<file path="config.mk">
export PLATFORM = sky130hd
export DESIGN_NAME = fdiv_issue_unit
export DESIGN_NICKNAME = d
export VERILOG_FILES = /design/src/rtl/fdiv_issue_unit.sv
export SDC_FILE = /design/constraint.sdc
export NUM_CORES = 1
export LEC_CHECK = 0
export ABC_AREA = 1
export ABC_CLOCK_PERIOD_IN_PS = 3750
export BUFFER_PORTS_ARGS = -buffer_cell sky130_fd_sc_hd__buf_2
export CAP_MARGIN = 20
export CORE_MARGIN = 2
export CORE_UTILIZATION = 40
export CTS_CLUSTER_DIAMETER = 50
export CTS_CLUSTER_SIZE = 8
export DETAILED_ROUTE_END_ITERATION = 6
export GPL_TIMING_DRIVEN = 0
export PLACE_DENSITY = 0.76
export SYNTH_ARGS = -nofsm -noshare
export SYNTH_HDL_FRONTEND = slang
export SYNTH_SLANG_ARGS = --single-unit
</file>
<file path="constraint.sdc">
create_clock -name clk_i -period 3.75 [get_ports clk_i]
set_input_delay 0 -clock clk_i [delete_from_list [all_inputs] [get_ports clk_i]]
set_output_delay 0 -clock clk_i [all_outputs]
set_load 0.02 [all_outputs]
</file>
<file path="src/rtl/fdiv_issue_unit.sv">
// Request FIFO and issue sequencer in front of the Newton-iteration divider.
// Holds operands/fdiv for one division at a time, returns tagged results, aborts on timeout.
module fdiv_issue_unit #(
  parameter int DEPTH   = 2,
  parameter int TAG_W   = 4,
  parameter int TIMEOUT = 64
) (
  input  logic                    clk_i,
  input  logic                    clr_i,
  input  logic                    req_valid_i,
  output logic                    req_ready_o,
  input  logic [31:0]             req_a_i,
  input  logic [31:0]             req_b_i,
  input  logic [1:0]              req_rm_i,
  input  logic [TAG_W-1:0]        req_tag_i,
  output logic                    rsp_valid_o,
  input  logic                    rsp_ready_i,
  output logic [31:0]             rsp_s_o,
  output logic [TAG_W-1:0]        rsp_tag_o,
  output logic                    rsp_err_o,
  output logic [31:0]             div_a_o,
  output logic [31:0]             div_b_o,
  output logic [1:0]              div_rm_o,
  output logic                    div_fdiv_o,
  output logic                    div_ena_o,
  input  logic [31:0]             div_s_i,
  input  logic                    div_busy_i,
  output logic [$clog2(DEPTH):0]  q_count_o
);

  localparam int AW = $clog2(DEPTH);
  localparam int CW = AW + 1;
  localparam int TW = $clog2(TIMEOUT);
  localparam logic [31:0] QNAN = 32'h7fc0_0000;

  typedef enum logic [1:0] {
    S_IDLE  = 2'd0,
    S_ISSUE = 2'd1,
    S_WAIT  = 2'd2
  } state_t;

  state_t            state_q, state_d;

  logic [31:0]       a_mem   [DEPTH];
  logic [31:0]       b_mem   [DEPTH];
  logic [1:0]        rm_mem  [DEPTH];
  logic [TAG_W-1:0]  tag_mem [DEPTH];

  logic [AW-1:0]     wr_ptr_q, rd_ptr_q;
  logic [CW-1:0]     count_q, count_d;
  logic [TW-1:0]     timer_q, timer_d;
  logic              fdiv_q, fdiv_d;
  logic              ena_q;
  logic              rsp_valid_q, rsp_valid_d;
  logic              rsp_err_q, rsp_err_d;
  logic [31:0]       rsp_s_q, rsp_s_d;
  logic [TAG_W-1:0]  rsp_tag_q, rsp_tag_d;

  logic              push, pop, issue, timeout, done;

  assign req_ready_o = (count_q < CW'(DEPTH));
  assign push        = req_valid_i & req_ready_o;
  // Issue only when the response slot is free or being drained this cycle.
  assign issue       = (state_q == S_IDLE) && (count_q != '0) && (!rsp_valid_q || rsp_ready_i);
  assign timeout     = (state_q != S_IDLE) && (timer_q == TW'(TIMEOUT - 1));
  assign done        = (state_q == S_WAIT) && !div_busy_i;

  always_ff @(posedge clk_i or posedge clr_i) begin
    if (clr_i) state_q <= S_IDLE;
    else       state_q <= state_d;
  end

  always_comb begin
    state_d = state_q;
    case (state_q)
      S_IDLE:  if (issue) state_d = S_ISSUE;
      S_ISSUE: begin
        if (timeout)         state_d = S_IDLE;
        else if (div_busy_i) state_d = S_WAIT;
      end
      S_WAIT:  if (timeout || done) state_d = S_IDLE;
      default: state_d = S_IDLE;
    endcase
  end

  always_comb begin
    pop         = timeout | done;
    fdiv_d      = (state_d != S_IDLE);
    timer_d     = timer_q;
    rsp_valid_d = rsp_valid_q;
    rsp_s_d     = rsp_s_q;
    rsp_tag_d   = rsp_tag_q;
    rsp_err_d   = rsp_err_q;
    count_d     = count_q;

    if (issue)                  timer_d = '0;
    else if (state_q != S_IDLE) timer_d = timer_q + 1'b1;

    if (rsp_valid_q && rsp_ready_i) rsp_valid_d = 1'b0;
    // Timeout wins over a busy-fall seen on the same edge.
    if (pop) begin
      rsp_valid_d = 1'b1;
      rsp_s_d     = timeout ? QNAN : div_s_i;
      rsp_err_d   = timeout;
      rsp_tag_d   = tag_mem[rd_ptr_q];
    end

    case ({push, pop})
      2'b10:   count_d = count_q + 1'b1;
      2'b01:   count_d = count_q - 1'b1;
      default: count_d = count_q;
    endcase
  end

  always_ff @(posedge clk_i or posedge clr_i) begin
    if (clr_i) begin
      wr_ptr_q    <= '0;
      rd_ptr_q    <= '0;
      count_q     <= '0;
      timer_q     <= '0;
      fdiv_q      <= 1'b0;
      ena_q       <= 1'b0;
      rsp_valid_q <= 1'b0;
      rsp_s_q     <= '0;
      rsp_tag_q   <= '0;
      rsp_err_q   <= 1'b0;
    end else begin
      if (push) wr_ptr_q <= wr_ptr_q + 1'b1;
      if (pop)  rd_ptr_q <= rd_ptr_q + 1'b1;
      count_q     <= count_d;
      timer_q     <= timer_d;
      fdiv_q      <= fdiv_d;
      ena_q       <= 1'b1;
      rsp_valid_q <= rsp_valid_d;
      rsp_s_q     <= rsp_s_d;
      rsp_tag_q   <= rsp_tag_d;
      rsp_err_q   <= rsp_err_d;
    end
  end

  always_ff @(posedge clk_i) begin
    if (push) begin
      a_mem[wr_ptr_q]   <= req_a_i;
      b_mem[wr_ptr_q]   <= req_b_i;
      rm_mem[wr_ptr_q]  <= req_rm_i;
      tag_mem[wr_ptr_q] <= req_tag_i;
    end
  end

  assign div_a_o     = a_mem[rd_ptr_q];
  assign div_b_o     = b_mem[rd_ptr_q];
  assign div_rm_o    = rm_mem[rd_ptr_q];
  assign div_fdiv_o  = fdiv_q;
  assign div_ena_o   = ena_q;
  assign rsp_valid_o = rsp_valid_q;
  assign rsp_s_o     = rsp_s_q;
  assign rsp_tag_o   = rsp_tag_q;
  assign rsp_err_o   = rsp_err_q;
  assign q_count_o   = count_q;

endmodule

</file>
==> flow_metrics.env <==
export IMPL_status="finished, final reports clean"
export IMPL_drtPass1Iterations=6
export IMPL_dpl_cell_area_mm2=0.008722
export IMPL_finalMaxSlewViolations=0
export IMPL_grt_max_degree=35
export IMPL_power_mw=7.742
export IMPL_drv_cap=0
export IMPL_fp_coreArea_mm2=0.01784
export IMPL_insertion_delay_ns=0.43
export IMPL_crit_path_end_kind="output pin"
export IMPL_vias=5697
export IMPL_period_share=0.5316
export IMPL_ir_drop_uv=393.9
export IMPL_fin_cells=1200
export IMPL_setup_ws_ns=1.756
export IMPL_ys_flop_type="edfxtp_1"
export IMPL_routabilityCongestion=0.8009
export IMPL_combPwrFrac=0.363
export IMPL_post_cts_setup_buffer_count=0
export IMPL_mappedNetlistNets=721
export IMPL_p_leak_nw=4.677
export IMPL_clock_sinks=192
export IMPL_postSynthCellCount=612
export IMPL_path_cells="buf_2 > inv_2 > clkbuf_1 > nand2_1 > nand2_1 > buf_2"
export IMPL_ant_nets=0
export IMPL_fmax_mhz=501.6
export IMPL_final_cell_mix="255 x nand2_1, 225 x buf_2, 140 x edfxtp_1"
export IMPL_slew_headroom=0.5805
export IMPL_num_rows=49
export IMPL_sw_frac_of_total=0.3914
export IMPL_arrival_ns=1.99
export IMPL_rsz0062_at_grt="no"
export IMPL_syn_cell_area_mm2=0.007244
export IMPL_seqPwrFrac=0.396
export IMPL_area_growth_syn_to_layout_pct=43.66
export IMPL_worst_pin_slew_ns=0.6292
export IMPL_numCtsBuffers=17
export IMPL_diodes=0
export IMPL_hold_violations=0
export IMPL_vias_per_cell=4.748
export IMPL_fin_setup_tns_ns=0
export IMPL_fin_skew_ns=0.008751
export IMPL_drc=0
export IMPL_grtUsageTotal=0.1899
export IMPL_ctsLongestPathBuffers=2
export IMPL_synth_cell_type_count=26
export IMPL_ios=216
export IMPL_final_area_mm2=0.01041
export IMPL_period_needed_ns=1.994
export IMPL_path_delay_family="buffers and inverters"
export IMPL_pwr_share_clk=0.240
export IMPL_critical_path_max_fanout=10
export IMPL_p_switching_mw=3.030
export IMPL_dp_cells=1061
export IMPL_routed_wl_um=18030
export IMPL_final_common_cell="nand2_1"
export IMPL_dp_slack_ns=1.907
export IMPL_synth_top_area_share=0.5803
export IMPL_yosysWarnings=0
export IMPL_nets=1067
export IMPL_p_per_area_mw_per_mm2=743.8
export IMPL_synth_edff_count=140
export IMPL_critical_path_startpoint_type="flop"
export IMPL_netlist_top_cells_area="edfxtp_1 58%, dfrtp_1 18%, nand2_1 13%"
export IMPL_dieArea_mm2=0.01920
export IMPL_yosysSeqAreaShare=0.7599
export IMPL_start_util=0.4061
export IMPL_overflow=0
export IMPL_setup_viol=0
export IMPL_cp_slowest_stage_delay_ns=0.41
export IMPL_clk_pin_slew_ns=0.08
export IMPL_worst_path_buf_inv=4
export IMPL_grt_pass1_wl_um=28790
export IMPL_ys_seq_elements=192
export IMPL_fp_dieW_um=138.6
export IMPL_async_flop_share=0.2708
export IMPL_routedWlPerCell_um=15.03
export IMPL_avgSynthCellArea_um2=11.84
export IMPL_min_delay_path_class="in2reg"
export IMPL_htreeDepth=4
export IMPL_critPathRequiredTime_ns=3.75
export IMPL_cpMaxStageDelayCell="clkbuf_1"
export IMPL_cts_root_buffer="clkbuf_16"
export IMPL_drt_first_iter_violations=310
export IMPL_grt_pass1_vias=5902
export IMPL_cts_tree="done"
export IMPL_hpwlAfterDp_um=11270
export IMPL_antenna_found_initial=0
export IMPL_die_height_um=138.6
export IMPL_p_int_mw=4.711
export IMPL_port_buffers=215
export IMPL_criticalPathCategory="reg2out"
export IMPL_layout_drive_gt1_share=0.2842
export IMPL_synth_top_cell_by_area="edfxtp_1"
## sequential cells by signal, summed over array words and instances, names as in the netlist
register,count
q_count_o,2
rm_mem,4
div_ena_o,1
state_q,2
b_mem,64
div_fdiv_o,1
a_mem,64
rsp_s_o,32
wr_ptr_q,1
rd_ptr_q,1
rsp_tag_o,4
timer_q,6
rsp_err_o,1
rsp_valid_o,1
tag_mem,8
## cells in the mapped netlist, types with 2 or more instances
library cell,number
o21ai_1,2
edfxtp_1,140
clkbuf_1,12
clkbuf_2,2
buf_2,10
ha_1,2
inv_1,13
dfrtp_1,52
a21oi_1,3
nand3_1,22
o21ai_0,25
xor2_1,2
nand2_1,255
nor2_1,58
inv_2,3
## what timing repair did
action | 4_1_cts | 5_1_grt
hold buffers | 107 | 0
hold endpoints to repair | 228 | 0
gates resized for setup | 0 | 0
## worst reg2reg max path: cells and delay by family, from the launching register on
family | cells | cell delay, ns
compound gates | 1 | 0.11
simple gates | 3 | 0.31
fa+ha+maj | 1 | 0.17
flops | 1 | 0.43
buf+inv | 3 | 0.81
## per-stage QoR
stage / hold slack [ns] / utilization
2_1_floorplan: 0.09887 / -
3_3_place_gp: 0.1877 / 0.4824
3_5_place_dp: 0.01811 / 0.4889
4_1_cts: 0.01122 / 0.5834
5_1_grt: 0.03350 / 0.5834
6_report: 0.02119 / 0.5834
## final timing paths
path / endpoint / slack (ns) / from / depth (start not counted)
min in group asynchronous: div_ena_o / 0.11 / clr_i / 3
setup reg to reg: rsp_s_o[31] / 1.80 / timer_q[0] / 8
setup / recovery: div_a_o[18] / 1.76 / rd_ptr_q / 6
hold reg to reg: rsp_err_o / 0.47 / rsp_err_o / 2
max in group asynchronous: rsp_tag_o[3] / 3.11 / clr_i / 4
hold / removal: wr_ptr_q / 0.02 / req_valid_i / 3
## logic make-up (layout without fill, tap and decap cells)
logic type / Yosys count / in the layout / share of synthesized area
compound gates: 30 / 30 / 0.02072
xor+xnor: 3 / 3 / 0.003628
fa+ha+maj: 2 / 2 / 0.003454
buf+inv: 42 / 401 / 0.02487
flops: 192 / 192 / 0.7599
other cells: 1 / 1 / 0.0005176
simple gates: 342 / 342 / 0.1869
## final cells by class
type | count | area (um^2)
fillers | 1377 | 7433
flip-flops and latches | 192 | 5505
repair buffers | 327 | 2247
multi-input cells | 378 | 1574
clock buffers | 17 | 425.4
well taps | 229 | 286.5
clock inverters | 15 | 188.9
plain buffers | 26 | 120.1
inverters | 16 | 60.06
## power groups by stage
stage	Clock, mW	Sequential (mW)	Combinational [mW]
2_1_floorplan	0	3.37	1.42
3_3_place_gp	0	3.13	2.60
3_5_place_dp	0	3.10	2.71
4_1_cts	1.88	3.06	2.82
5_1_grt	1.97	3.11	3.07
6_report	1.86	3.07	2.81
## layer usage
layer	share of wire	up-vias	global-route usage	wire length, um
met5	0	-	0	0
met3	0.080	33	0.05836	1436
met1	0.38	2690	0.2108	6801
li1	-	2723	-	-
met2	0.52	251	0.3450	9439
met4	0.020	0	0.06713	354
(Power assumes the default switching activity.)
